File: src/rtl/mem_port_arbiter.sv
// rtl/mem_port_arbiter.sv - shares one RAM port between IF fetch and MEM load/store
// MEM has priority; a starvation counter forces an IF grant after MAX_WAIT MEM wins.
module mem_port_arbiter #(
  parameter int AW       = 32,
  parameter int DW       = 32,
  parameter int MAX_WAIT = 4
) (
  input  logic          clk,
  input  logic          rst_n,
  input  logic          if_req,
  input  logic [AW-1:0] if_addr,
  output logic          if_gnt,
  output logic          if_valid,
  output logic [DW-1:0] if_rdata,
  output logic          stall_if,
  input  logic          mem_req,
  input  logic          mem_we,
  input  logic [AW-1:0] mem_addr,
  input  logic [DW-1:0] mem_wdata,
  output logic          mem_gnt,
  output logic          mem_valid,
  output logic [DW-1:0] mem_rdata,
  output logic          ram_en,
  output logic          ram_we,
  output logic [AW-1:0] ram_addr,
  output logic [DW-1:0] ram_wdata,
  input  logic [DW-1:0] ram_rdata,
  input  logic          ram_ready,
  output logic          sel
);

  localparam int CW = $clog2(MAX_WAIT + 1);
  localparam logic [CW-1:0] CNT_MAX = CW'(MAX_WAIT);

  typedef enum logic [1:0] {IDLE, BUSY_IF, BUSY_MEM} state_t;

  state_t        state_q, state_d;
  logic [CW-1:0] cnt_q, cnt_d;
  logic          first_q;
  logic [AW-1:0] addr_q;
  logic          we_q;
  logic [DW-1:0] wdata_q;
  logic          mem_win, if_win, done;

  always_comb begin
    state_d = state_q;
    cnt_d   = cnt_q;
    mem_win = 1'b0;
    if_win  = 1'b0;
    done    = 1'b0;
    case (state_q)
      IDLE: begin
        // IF only beats a pending MEM request once the counter has saturated
        mem_win = mem_req && (!if_req || (cnt_q < CNT_MAX));
        if_win  = if_req && !mem_win;
        if (mem_win) begin
          state_d = BUSY_MEM;
          if (if_req) cnt_d = cnt_q + CW'(1);
        end else if (if_win) begin
          state_d = BUSY_IF;
          cnt_d   = '0;
        end
      end
      BUSY_IF, BUSY_MEM: begin
        if (ram_ready) begin
          done    = 1'b1;
          state_d = IDLE;
        end
      end
      default: state_d = IDLE;
    endcase
  end

  always_ff @(posedge clk or negedge rst_n) begin
    if (!rst_n) begin
      state_q   <= IDLE;
      cnt_q     <= '0;
      first_q   <= 1'b0;
      addr_q    <= '0;
      we_q      <= 1'b0;
      wdata_q   <= '0;
      if_valid  <= 1'b0;
      mem_valid <= 1'b0;
      if_rdata  <= '0;
      mem_rdata <= '0;
    end else begin
      state_q   <= state_d;
      cnt_q     <= cnt_d;
      first_q   <= mem_win || if_win;
      if (mem_win) begin
        addr_q  <= mem_addr;
        we_q    <= mem_we;
        wdata_q <= mem_wdata;
      end else if (if_win) begin
        addr_q  <= if_addr;
      end
      if_valid  <= done && (state_q == BUSY_IF);
      mem_valid <= done && (state_q == BUSY_MEM);
      if (done && (state_q == BUSY_IF))  if_rdata  <= ram_rdata;
      if (done && (state_q == BUSY_MEM)) mem_rdata <= ram_rdata;
    end
  end

  assign if_gnt    = first_q && (state_q == BUSY_IF);
  assign mem_gnt   = first_q && (state_q == BUSY_MEM);
  assign ram_en    = (state_q != IDLE);
  assign ram_we    = (state_q == BUSY_MEM) && we_q;
  assign sel       = (state_q == BUSY_MEM);
  assign ram_addr  = addr_q;
  assign ram_wdata = wdata_q;
  // rst_n gating keeps stall_if low during reset even if if_req is already up
  assign stall_if  = rst_n && ((if_req && !if_gnt && (state_q != BUSY_IF)) || (state_q == BUSY_IF));

endmodule
File: config.mk
export PLATFORM = sky130hd
export DESIGN_NAME = mem_port_arbiter
export DESIGN_NICKNAME = d
export VERILOG_FILES = /design/src/rtl/mem_port_arbiter.sv
export SDC_FILE = /design/constraint.sdc
export NUM_CORES = 1
export LEC_CHECK = 0
export ABC_AREA = 1
export CORE_MARGIN = 1.5
export CORE_UTILIZATION = 41
export CTS_CLUSTER_SIZE = 30
export DETAILED_ROUTE_END_ITERATION = 16
export GPL_TIMING_DRIVEN = 0
export PLACE_DENSITY = 0.87
export SLEW_MARGIN = 20
export SYNTH_ARGS = -nofsm -noshare
export SYNTH_HDL_FRONTEND = slang
export SYNTH_SLANG_ARGS = --single-unit
File: constraint.sdc
create_clock -name clk -period 2.1 [get_ports clk]
set_input_delay 0.315 -clock clk [delete_from_list [all_inputs] [get_ports clk]]
set_output_delay 0.315 -clock clk [all_outputs]
set_load 0.005 [all_outputs]
==> metrics.cfg <==
[logic_synthesis]
seq_area_frac_synth_pct=60.8
synth_cells=618
ys_types=17
ys_seq_elements=137
ys_warn_count=0
synth_nets=757
syn_area_per_cell_um2=9.12
synth_area_um2=5630

[flow_run]
cap_violations=0

[floorplanning]
fp.coreArea_um2=13300
start_util_pct=42.2
rows=42
fp.dieW_um=120
io-pin-count=270
dieArea_um2=14500
die_h_um=120

[critical_path]
crit_type=flip-flop to output pin
worst-path-max-fanout=4
startpoint=state_q[0]
r2r_slack_ps=210
cp-end-kind=output pin
worst_r2r_startpoint=state_q[1]
startpoint_type=flip-flop
critPathArrivalTime_ps=1680
required_ps=1780

[sta]
rsz0062_at_grt=no
setup-tns-final_ps=0
period_share_pct=94.9
worstMarginPinSlew_ps=574
finalSetupViolations=0
slew_violations=0
clock.fmax_mhz=502
hold_viol=0
slew_headroom_pct=61.7
fin_ws_ps=106
fin_crit_ps=1990
fin_skew_ps=6.85

[clock_network]
cts_root_buf=clkbuf_16
numCtsBuffers=17
clock_latency_ps=410
cts_tree=built
clk_path_buf_depth=2
clock_sinks=137
ctsHtreeMaxLevel=4
cts.clk_slew.worst_paths_ps=60

[routing]
ant_nets=0
first_pass_iters=5
num_vias=5562
drtIter0Drc=356
drc=0
via_per_inst=5.08
wl_per_cell_um=16.4
wl_um=17900

[final_layout]
fin_util_pct=68.9
drive_gt1_share_pct=7.40
antennaDiodeCount=0
area_growth_pct=63.3
final_nets=1047
fill_cells=1029

[global_routing]
grt_overflow=0
antenna_found_initial=0
grt_pass1_wl_um=28900
grt_max_degree=82
grt.total_usage_pct=25.7
grt_pass1_vias=5587

[power_and_ir_drop]
p_leak_nw=4.34
max-vdd-ir-drop_mv=0.707
p_per_area_nw_per_um2=1400

[worst_hold_path]
hp-class=input port to flip-flop
hold_path_startpoint=mem_req

[placement]
gp_congestion=0.823
port_buffers=268
dp_hpwl_um=13000
dp_slack_ps=200

[run_status]
status=completed

## placed cells by master (no fill, tap or decap), drive strengths merged
| cell type | n |
|---|---|
| clkdlybuf4s50 | 265 |
| nand2 | 185 |
| dfrtp | 137 |
| nand3 | 99 |
| o21ai | 66 |
| inv | 47 |
| clkbuf | 37 |
| nand4 | 32 |
| buf | 29 |
| clkinv | 5 |
| ha | 5 |
| nor2 | 3 |
| clkinvlp | 3 |
| bufinv | 2 |
| o21a | 1 |
| dlygate4sd3 | 1 |
| dlymetal6s2s | 1 |
| dlygate4sd2 | 1 |
## critical path: stages, from the launching register on
cell and delay (ps):
dfrtp_1 390, inv_2 110, ha_4 170, nand2_1 50
inv_1 40, clkdlybuf4s50_1 520
## per-layer routing
metal	wire length, um	global-route usage (%)	share of wire [%]
met1	7000	30.8	39
met5	0	0	0
met4	450	9.56	2.5
met3	1490	7.97	8.3
met2	8960	43.5	50
## Yosys cell counts, drive strengths merged
library cell	n	area [um^2]
nand2	185	702
inv	46	173
o21ai	66	330
ha	5	62.6
nand3	99	500
buf	26	151
nand4	32	200
dfrtp	137	3430
o21a	1	7.51
nor2	3	11.3
clkbuf	18	67.6
## cells by family (layout without fill, tap and decap cells)
family	after synthesis	count (layout)	share of synthesized area, %
AO/OA/AOI/OAI	67	67	6.00
buffers and inverters	90	391	6.95
AND/OR/NAND/NOR	319	319	25.1
flip-flops	137	137	60.8
adder cells (fa/ha/maj)	5	5	1.11
## area by class of cell
type | instances | area, um^2 | share of cell area [%]
tap | 176 | 220 | 2.39
timing repair buffer | 272 | 2750 | 29.9
sequential | 137 | 3430 | 37.3
buffer | 43 | 214 | 2.33
clock inverter | 11 | 124 | 1.35
multi-input combinational | 391 | 1840 | 20.0
clock buffer | 19 | 453 | 4.92
inverter | 46 | 173 | 1.88
## metrics by stage
stage                     instances  power [mW]  cell area, um^2  hold WS, ps
after floorplan                 618        6.47             5630         19.4
after global placement         1062        9.68             8540          461
after detailed placement       1063        9.89             8570          273
after CTS                      1094        12.9             9160          296
after global routing           1095        13.7             9200          325
final                          1095        12.9             9200          325
## state kept, by name (all words and copies together), names as in the netlist
register,count
state_q,2
cnt_q,3
ram_addr,32
if_rdata,32
mem_rdata,32
ram_wdata,32
mem_valid,1
we_q,1
if_valid,1
first_q,1
## worst paths after layout
path                            endpoint  cells after the start
setup / recovery                 mem_gnt                      5
hold / removal               ram_addr[1]                      3
setup reg to reg            mem_rdata[8]                      7
hold reg to reg            ram_wdata[11]                      2
max in group asynchronous    if_rdata[9]                      3
min in group asynchronous  ram_wdata[22]                      2
## power breakdown
part,switching [mW],total [mW],internal (mW),leakage (nW)
Sequential,0.682,4.52,3.84,1.72
Combinational,2.41,5.45,3.03,2.34
Clock,1.10,2.90,1.80,0.277
Total,4.20,12.9,8.67,4.34
## timing repair
action | in CTS | in global routing
hold buffers | 1 | 0
gates resized for setup | 3 | 7
endpoints found under the hold margin | 56 | 0
setup endpoints to repair | 3 | 6
buffers inserted | 1 | 1
No activity file was read; power rests on OpenSTA's default activity.
